--- config.mk ---
export PLATFORM = sky130hd
export DESIGN_NAME = op_stream_sequencer
export DESIGN_NICKNAME = d
export VERILOG_FILES = /design/src/rtl/op_stream_pkg.sv /design/src/rtl/op_stream_checker.sv /design/src/rtl/op_stream_sequencer.sv
export SDC_FILE = /design/constraint.sdc
export NUM_CORES = 1
export LEC_CHECK = 0
export CORE_UTILIZATION = 40
export CTS_CLUSTER_SIZE = 12
export DETAILED_ROUTE_END_ITERATION = 6
export DONT_BUFFER_PORTS = 1
export SLEW_MARGIN = 20
export SYNTH_ARGS = -nofsm -noshare
export SYNTH_HDL_FRONTEND = slang
export SYNTH_HIERARCHICAL = 1
export SYNTH_SLANG_ARGS = --single-unit
--- constraint.sdc ---
create_clock -name i_clk -period 2.35 [get_ports i_clk]
set_input_delay 0.47 -clock i_clk [delete_from_list [all_inputs] [get_ports i_clk]]
set_output_delay 0.47 -clock i_clk [all_outputs]
set_load 0.02 [all_outputs]
--- src/rtl/op_stream_pkg.sv ---
// Shared types and helpers for the op-stream pattern player/checker.
package op_stream_pkg;

  typedef enum logic [2:0] {
    ST_IDLE,
    ST_WAIT_RDY,
    ST_ISSUE,
    ST_STREAM,
    ST_FINISH,
    ST_DONE,
    ST_TOUT
  } state_e;

  localparam int LOAD_MODE_DEF = 0;

  function automatic logic [31:0] sat_inc(input logic [31:0] val, input logic [31:0] max_val);
    return (val >= max_val) ? val : val + 32'd1;
  endfunction

endpackage

--- src/rtl/op_stream_checker.sv ---
// Output-side checker: walks the golden ROM, counts mismatches and latches the first failing index.
module op_stream_checker
  import op_stream_pkg::*;
#(
  parameter int OUT_W   = 14,
  parameter int GOLD_AW = 12,
  parameter int ERR_W   = 16
) (
  input  logic               i_clk,
  input  logic               i_rst,
  input  logic               i_clr,
  input  logic               i_en,
  input  logic               i_out_valid,
  input  logic [OUT_W-1:0]   i_out_data,
  input  logic [OUT_W-1:0]   i_gold_word,
  input  logic [GOLD_AW:0]   i_gold_count,
  output logic [GOLD_AW:0]   o_out_idx,
  output logic [ERR_W-1:0]   o_err_cnt,
  output logic [GOLD_AW:0]   o_first_err_idx
);

  localparam logic [31:0] ERR_MAX = 32'({ERR_W{1'b1}});

  logic [GOLD_AW:0] out_idx_q, out_idx_d;
  logic [ERR_W-1:0] err_cnt_q, err_cnt_d;
  logic [GOLD_AW:0] first_err_q, first_err_d;
  logic             miss;

  always_comb begin
    out_idx_d   = out_idx_q;
    err_cnt_d   = err_cnt_q;
    first_err_d = first_err_q;
    // Words past the expected count are errors even if the data happens to match.
    miss        = (out_idx_q >= i_gold_count) || (i_out_data != i_gold_word);
    if (i_clr) begin
      out_idx_d   = '0;
      err_cnt_d   = '0;
      first_err_d = '1;
    end else if (i_en && i_out_valid) begin
      out_idx_d = out_idx_q + 1'b1;
      if (miss) begin
        err_cnt_d = ERR_W'(sat_inc(32'(err_cnt_q), ERR_MAX));
        if (err_cnt_q == '0) first_err_d = out_idx_q;
      end
    end
  end

  always_ff @(posedge i_clk) begin
    if (i_rst) begin
      out_idx_q   <= '0;
      err_cnt_q   <= '0;
      first_err_q <= '1;
    end else begin
      out_idx_q   <= out_idx_d;
      err_cnt_q   <= err_cnt_d;
      first_err_q <= first_err_d;
    end
  end

  assign o_out_idx       = out_idx_q;
  assign o_err_cnt       = err_cnt_q;
  assign o_first_err_idx = first_err_q;

endmodule

--- src/rtl/op_stream_sequencer.sv ---
// Pattern player: issues ops and input streams from ROMs into a core and reports the checker verdict.
module op_stream_sequencer
  import op_stream_pkg::*;
#(
  parameter int DATA_W      = 8,
  parameter int OUT_W       = 14,
  parameter int OP_W        = 4,
  parameter int IN_AW       = 11,
  parameter int OP_AW       = 10,
  parameter int GOLD_AW     = 12,
  parameter int LOAD_MODE   = LOAD_MODE_DEF,
  parameter int TIMEOUT_CYC = 1048576,
  parameter int ERR_W       = 16
) (
  input  logic               i_clk,
  input  logic               i_rst,
  input  logic               i_start,
  input  logic [OP_AW:0]     i_op_count,
  input  logic [IN_AW:0]     i_in_len,
  input  logic [GOLD_AW:0]   i_gold_count,
  output logic [OP_AW-1:0]   o_op_addr,
  input  logic [OP_W-1:0]    i_op_word,
  output logic [IN_AW-1:0]   o_in_addr,
  input  logic [DATA_W-1:0]  i_in_word,
  output logic [GOLD_AW-1:0] o_gold_addr,
  input  logic [OUT_W-1:0]   i_gold_word,
  output logic               o_op_valid,
  output logic [OP_W-1:0]    o_op_mode,
  input  logic               i_op_ready,
  output logic               o_in_valid,
  output logic [DATA_W-1:0]  o_in_data,
  input  logic               i_in_ready,
  input  logic               i_out_valid,
  input  logic [OUT_W-1:0]   i_out_data,
  output logic               o_busy,
  output logic               o_done,
  output logic               o_pass,
  output logic               o_timeout,
  output logic [ERR_W-1:0]   o_err_cnt,
  output logic [GOLD_AW:0]   o_first_err_idx
);

  localparam int              WD_W    = $clog2(TIMEOUT_CYC + 1);
  localparam logic [WD_W-1:0] WD_LAST = WD_W'(TIMEOUT_CYC - 1);

  state_e           state_q, state_d;
  logic [OP_AW:0]   op_idx_q, op_idx_d;
  logic [IN_AW-1:0] in_idx_q, in_idx_d;
  logic [IN_AW:0]   stream_cnt_q, stream_cnt_d, stream_nxt;
  logic [WD_W-1:0]  wdog_q, wdog_d;
  logic             done_q, done_d, pass_q, pass_d, tout_q, tout_d;
  logic             clr, busy, op_fire, in_xfer, any_hs;
  logic [GOLD_AW:0] out_idx;
  logic [ERR_W-1:0] err_cnt;

  assign busy       = (state_q == ST_WAIT_RDY) || (state_q == ST_ISSUE) ||
                      (state_q == ST_STREAM)   || (state_q == ST_FINISH);
  assign op_fire    = (state_q == ST_ISSUE);
  assign in_xfer    = (state_q == ST_STREAM) && i_in_ready;
  assign any_hs     = op_fire || in_xfer || i_out_valid;
  assign stream_nxt = stream_cnt_q + 1'b1;

  always_comb begin
    state_d      = state_q;
    op_idx_d     = op_idx_q;
    in_idx_d     = in_idx_q;
    stream_cnt_d = stream_cnt_q;
    wdog_d       = wdog_q;
    done_d       = done_q;
    pass_d       = pass_q;
    tout_d       = tout_q;
    clr          = 1'b0;
    if (busy) wdog_d = any_hs ? '0 : wdog_q + 1'b1;
    case (state_q)
      ST_IDLE, ST_DONE, ST_TOUT: begin
        if (i_start) begin
          clr          = 1'b1;
          op_idx_d     = '0;
          in_idx_d     = '0;
          stream_cnt_d = '0;
          wdog_d       = '0;
          done_d       = 1'b0;
          pass_d       = 1'b0;
          tout_d       = 1'b0;
          state_d      = ST_WAIT_RDY;
        end
      end
      ST_WAIT_RDY: begin
        if (i_op_ready) state_d = (op_idx_q == i_op_count) ? ST_FINISH : ST_ISSUE;
      end
      ST_ISSUE: begin
        op_idx_d     = op_idx_q + 1'b1;
        stream_cnt_d = '0;
        state_d      = ((i_op_word == OP_W'(LOAD_MODE)) && (i_in_len != '0)) ? ST_STREAM : ST_WAIT_RDY;
      end
      ST_STREAM: begin
        if (in_xfer) begin
          in_idx_d     = in_idx_q + 1'b1;
          stream_cnt_d = stream_nxt;
          if (stream_nxt == i_in_len) state_d = ST_WAIT_RDY;
        end
      end
      ST_FINISH: begin
        done_d  = 1'b1;
        pass_d  = (err_cnt == '0) && (out_idx == i_gold_count);
        state_d = ST_DONE;
      end
      default: ;
    endcase
    // Watchdog overrides any other transition once the idle budget is spent.
    if (busy && !any_hs && (wdog_q == WD_LAST)) begin
      state_d = ST_TOUT;
      done_d  = 1'b1;
      tout_d  = 1'b1;
      pass_d  = 1'b0;
    end
  end

  always_ff @(posedge i_clk) begin
    if (i_rst) begin
      state_q      <= ST_IDLE;
      op_idx_q     <= '0;
      in_idx_q     <= '0;
      stream_cnt_q <= '0;
      wdog_q       <= '0;
      done_q       <= 1'b0;
      pass_q       <= 1'b0;
      tout_q       <= 1'b0;
    end else begin
      state_q      <= state_d;
      op_idx_q     <= op_idx_d;
      in_idx_q     <= in_idx_d;
      stream_cnt_q <= stream_cnt_d;
      wdog_q       <= wdog_d;
      done_q       <= done_d;
      pass_q       <= pass_d;
      tout_q       <= tout_d;
    end
  end

  op_stream_checker #(
    .OUT_W  (OUT_W),
    .GOLD_AW(GOLD_AW),
    .ERR_W  (ERR_W)
  ) u_checker (
    .i_clk          (i_clk),
    .i_rst          (i_rst),
    .i_clr          (clr),
    .i_en           (state_q != ST_IDLE),
    .i_out_valid    (i_out_valid),
    .i_out_data     (i_out_data),
    .i_gold_word    (i_gold_word),
    .i_gold_count   (i_gold_count),
    .o_out_idx      (out_idx),
    .o_err_cnt      (err_cnt),
    .o_first_err_idx(o_first_err_idx)
  );

  assign o_op_addr   = op_idx_q[OP_AW-1:0];
  assign o_in_addr   = in_idx_q;
  assign o_gold_addr = out_idx[GOLD_AW-1:0];
  assign o_op_valid  = op_fire;
  assign o_op_mode   = op_fire ? i_op_word : '0;
  assign o_in_valid  = (state_q == ST_STREAM);
  assign o_in_data   = o_in_valid ? i_in_word : '0;
  assign o_busy      = busy;
  assign o_done      = done_q;
  assign o_pass      = pass_q;
  assign o_timeout   = tout_q;
  assign o_err_cnt   = err_cnt;

endmodule
# Word-level counts from Yosys, hierarchy flattened
# Cells that the tools add are included.
word_totals:
  reg_bits: 103
  latch_bits: 0
  mem_bits_rw: 0
  rom_bits: 0
  mem_count: 0
classes:
  add_sub_neg: 6
  multipliers: 0
  n_div: 0
  n_lt_le_gt_ge: 2
  n_eq_ne: 19
  shifts: 0
  muxes: 29
  bitwise: 1
  reduce_logical: 40
ops:
  columns: ["op", "n"]
  rows:
  - ["$mux W21", 4]
  - ["$pmux W11 S2", 2]
  - ["$pmux W12 S3", 1]
  - ["$mux W12", 2]
  - ["$add A11 B1 Y11 const B", 2]
  - ["$mux W11", 2]
  - ["$add A21 B1 Y21 const B", 1]
  - ["$eq A21 B20 Y1 const B", 1]
  - ["$mux W3", 6]
  - ["$add A16 B1 Y16 const B", 1]
  - ["$ge A16 B16 Y1 const B", 1]
  - ["$logic_not A16 Y1", 1]
  - ["$pmux W3 S5", 1]
  - ["$ne A14 B14 Y1", 1]
  - ["$add A13 B1 Y13 const B", 1]
  - ["$eq A13 B13 Y1", 1]
  - ["$ge A13 B13 Y1", 1]
  - ["$add A12 B1 Y12 const B", 1]
  - ["$eq A12 B12 Y1", 1]
  - ["$reduce_and A3 Y1", 4]
  - ["$reduce_bool A12 Y1", 1]
  - ["$eq A11 B11 Y1", 1]
  - ["$reduce_and A5 Y1", 2]
  - ["$reduce_bool A2 Y1", 5]
  - ["25 further kinds", 53]

# Logic depth before layout (Yosys ltp)
logic_depth:
  ltp_word: 9
  mapped_depth: 10

# Cells and area by module
# Netlist, hierarchy kept.
by_module_without_submodules:
  columns: ["module", "instances", "cells_each", "area_each_um2"]
  rows:
  - ["op_stream_sequencer", 1, 508, 3923.8]
  - ["op_stream_checker", 1, 296, 2429.8]

# Worst setup path before layout
# No wires, ideal clock.
synth_path:
  kind: "register to register"
  start: "register u_checker.out_idx_q[3], in the netlist u_checker/o_out_idx[3]"
  end: "register u_checker.first_err_q[3], in the netlist u_checker/o_first_err_idx[3]"
  setup_time_ns: 0.063
  arrival_time_ns: 2.300
  required_time_ns: 2.287
  setup_slack_ns: -0.012
  stages_incl_launch_ff: 10
  synth_period_minus_slack_ns: 2.362
  path_cell_list: "dfxtp_1 -> ha_1 -> a21oi_1 -> a21boi_0 -> o311ai_1 -> a41o_1 -> buf_2 -> clkbuf_1 -> o21ai_0 -> nand3_1"
synth_via:
  elab_chain_cells: 3
synth_lines:
  columns: ["element", "line", "text"]
  rows:
  - ["start, declared", "op_stream_checker.sv:24", "logic [GOLD_AW:0] out_idx_q, out_idx_d;"]
  - ["start signal, assigned", "op_stream_checker.sv:54", "out_idx_q <= out_idx_d;"]
  - ["$ge A13 B13 Y1", "op_stream_checker.sv:34", "miss = (out_idx_q >= i_gold_count) || (i_out_data != i_gold_word);"]
  - ["$logic_or A1 B1 Y1", "op_stream_checker.sv:34", null]
  - ["$reduce_and A3 Y1 (no source line)", null, null]
  - ["end signal, assigned", "op_stream_checker.sv:56", "first_err_q <= first_err_d;"]
  - ["end, declared", "op_stream_checker.sv:26", "logic [GOLD_AW:0] first_err_q, first_err_d;"]
# Several ways; a longest one is shown, not always the timed one.
# A chain may end at the register's enable or synchronous reset.

# Worst setup path after layout
layout_path:
  start: "register u_checker.out_idx_q[8], in the netlist u_checker/o_out_idx[8]"
  end: "register u_checker.err_cnt_q[12], in the netlist u_checker/o_err_cnt[12]"
layout_via:
  elab_chain_cells: 3
layout_lines:
  columns: ["element", "line", "text"]
  rows:
  - ["$ge A13 B13 Y1", "op_stream_checker.sv:34", null]
  - ["$logic_or A1 B1 Y1", "op_stream_checker.sv:34", null]
  - ["$reduce_and A3 Y1 (no source line)", null, null]
  - ["end signal, assigned", "op_stream_checker.sv:55", "err_cnt_q <= err_cnt_d;"]
  - ["end, declared", "op_stream_checker.sv:25", "logic [ERR_W-1:0] err_cnt_q, err_cnt_d;"]
# Every way passes these cells.

==> results.py <==
metrics = {
    "pwr": {
        "seqPwrFrac_pct": 43.0,
        "leakagePower_nw": 2.494,
        "p_switching_mw": 1.441,
        "vdd_drop_max_v": 0.0004145,
        "switching_share_pct": 32.45,
        "power.total_mw": 4.440,
        "pwr-share-clk_pct": 35.6,
        "power_density_nw_per_um2": 611.8,
        "combPwrFrac_pct": 21.4,
        "intPower_mw": 2.999,
    },
    "sta": {
        "max_slew_margin_pct": 58.94,
        "min_period_over_period_pct": 97.31,
        "clock_skew_ns": 0.008162,
        "tightest_slew_ns": 0.6137,
        "hold_viol_final": 0,
        "drv_slew": 0,
        "holdWs_ns": 0.1764,
        "rsz0062_at_grt": "yes",
        "max_freq_mhz": 437.3,
        "setup_violations": 0,
        "period_minus_slack_ns": 2.287,
    },
    "routing": {
        "drt-total-wl_um": 18030,
        "vias": 6063,
        "vias_per_cell": 5.796,
        "ant_nets": 0,
        "drc": 0,
        "firstDrtPassIters": 5,
        "drtIter0Drc": 363,
        "post_drt_wl_per_cell_um": 17.24,
    },
    "floorplanning": {
        "ios": 162,
        "num_rows": 45,
        "core_sq_um": 15370,
        "start_util_pct": 41.33,
        "die_y_um": 128.0,
        "dieArea_sq_um": 16390,
        "dieWidth_um": 128.0,
    },
    "synthesis": {
        "synthArstFlopShare_pct": 0,
        "synthCells": 804,
        "syn-cell-area_sq_um": 6354,
        "syn_nets": 907,
        "yosysTopAreaCell": "dfxtp_1",
        "ys.warnings.count": 6,
        "synth_edf_count": 0,
        "yosys-top-cells-area": "dfxtp_1 (32%), xnor2_1 (7.9%), nand3_1 (4.7%)",
        "synth_top_area_share_pct": 32.45,
        "ys.flop_type": "dfxtp_1",
        "synth.distinct_cells": 74,
        "ys_ff_latch": 103,
        "synth.most_common_cell": "dfxtp_1",
        "ys_seq_area_share_pct": 32.45,
        "synth.avg_cell_area_sq_um": 7.902,
        "yosys-top-cells-count": "dfxtp_1 (103), nor2_1 (76), nand2_1 (62)",
    },
    "cells_and_area": {
        "final_layout_size_suffix_gt1_share_pct": 14.51,
        "num-nets-final": 932,
        "area_growth_pct": 14.22,
    },
    "grt": {
        "grt_usage_pct": 22.04,
        "grt_pass1_wl_um": 28890,
        "grt_antenna_before_repair": 0,
        "grt_pass1_vias": 5746,
        "grt_max_degree": 35,
        "gr-total-overflow": 0,
    },
    "job": {
        "maxCapViolations": 0,
    },
    "critical_path": {
        "crit_fanout": 22,
        "path_class": "flop to flop",
        "cp-end-kind": "flop",
        "cp.arrival_ns": 2.53,
        "r2r_cells": 8,
        "cp-start-kind": "flop",
        "required_ns": 2.60,
    },
    "clock_network": {
        "clk_pin_slew_ns": 0.08,
        "cts_root_buf": "clkbuf_16",
        "cts_tree": "done",
        "hold_buffers": 0,
        "htree_levels": 3,
        "clkSinkCount": 103,
        "max-clock-path-buffers": 2,
        "cts_buffers": 9,
        "clk_latency_ns": 0.35,
    },
    "status": {
        "status": "finished clean",
    },
    "worst_hold_path": {
        "hold_class": "input port to flop",
        "hold_path_depth": 1,
    },
    "place": {
        "gp_congestion": 0.9199,
        "port_buffers": 0,
        "dpl.hpwl_um": 13390,
    },
}
-- power by group through the flow --
stage	clock [mW]	sequential [mW]	combinational, mW
after floorplan	0	1.92	0.643
after global placement	0	1.94	0.897
after detailed placement	0	1.95	0.921
after CTS	1.61	1.91	0.930
after global routing	1.69	1.91	1.05
final	1.58	1.91	0.952
-- final cells by class --
type	instances	area, sq um
fillers	1494	8114
multi-input cells	626	4028
flip-flops and latches	103	2071
repair buffers	63	485.5
well taps	211	264.0
clock buffers	9	225.2
inverters	26	100.1
clock inverters	7	81.33
diodes	1	2.502
-- metrics by stage --
| step | setup TNS (ns) | area, sq um | util, % | cells | setup slack, ns |
|---|---|---|---|---|---|
| global route | -0.07439 | 7254 | 47.20 | 1045 | -0.04477 |
| CTS | 0 | 7144 | 46.48 | 1044 | 0.02615 |
| detailed placement | -1.162 | 6832 | 44.44 | 1028 | -0.1487 |
| floorplan | 0 | 6356 | - | 804 | 0.07415 |
| global placement | -0.3020 | 6832 | 44.44 | 1028 | -0.07678 |
| finish | 0 | 7257 | 47.21 | 1046 | 0.06327 |
-- timing repair --
item / CTS / global route
endpoints found under the setup margin: 5 / 12
resized for setup: 3 / 16
pin swaps: 0 / 6
buffers inserted: 0 / 1
-- worst paths after layout --
check,start,to,slack [ns]
setup / recovery,u_checker/o_out_idx[8],u_checker/o_err_cnt[12],0.06
hold reg to reg,wdog_q[16],wdog_q[16],0.50
setup reg to reg,u_checker/o_out_idx[8],u_checker/o_err_cnt[12],0.06
hold / removal,i_rst,stream_cnt_q[7],0.18
-- per-layer routing --
| layer | wire, um | GRT usage, % | up-vias | part of all wire, % |
|---|---|---|---|---|
| met1 | 8016 | 28.38 | 2887 | 44 |
| li1 | - | - | 2966 | - |
| met2 | 8421 | 35.26 | 179 | 47 |
| met5 | 0 | 0 | - | 0 |
| met4 | 492 | 9.412 | 0 | 2.7 |
| met3 | 1100 | 5.092 | 31 | 6.1 |
-- sequential cells by signal, summed over array words and instances (netlist names) --
| name | flops |
|---|---|
| stream_cnt_q | 12 |
| o_timeout | 1 |
| o_pass | 1 |
| wdog_q | 21 |
| u_checker/o_out_idx | 13 |
| u_checker/o_err_cnt | 16 |
| state_q | 3 |
| op_idx_q | 11 |
| o_in_addr | 11 |
| o_done | 1 |
| u_checker/o_first_err_idx | 13 |
-- critical path, cell delays in order, from the launching register on --
cell	delay (ns)
dfxtp_1	0.34
ha_4	0.28
nand2_2	0.08
nor4_4	0.26
o21ai_1	0.12
a41o_1	0.26
buf_12	0.16
or4_1	0.52
o211a_1	0.14
-- cell usage in the layout, fill, tap and decap left out, drive strengths merged, types with 4 or more instances in the layout --
cell / n
a21oi: 59
a311oi: 16
a31oi: 5
and2: 8
and3: 21
and4: 4
buf: 63
clkbuf: 9
dfxtp: 103
ha: 21
inv: 28
nand2: 63
nand2b: 6
nand3: 60
nand3b: 4
nand4: 34
nor2: 77
nor2b: 8
nor3: 15
nor4: 21
o21ai: 46
o31ai: 9
or2: 4
or3: 12
or4: 16
xnor2: 57
xor2: 19
-- logic make-up (layout without fill, tap and decap cells) --
logic type / after synthesis / count (layout) / share of synthesized area (%)
AO/OA/AOI/OAI: 164 / 164 / 16.03
XOR/XNOR: 76 / 76 / 10.48
adder cells (fa/ha/maj): 21 / 21 / 4.135
buffers and inverters: 75 / 105 / 5.731
flip-flops: 103 / 103 / 32.45
multiplexers: 2 / 2 / 0.3348
other: 0 / 1 / 0
AND/OR/NAND/NOR: 363 / 363 / 30.84
No activity file was read; power rests on OpenSTA's default activity.
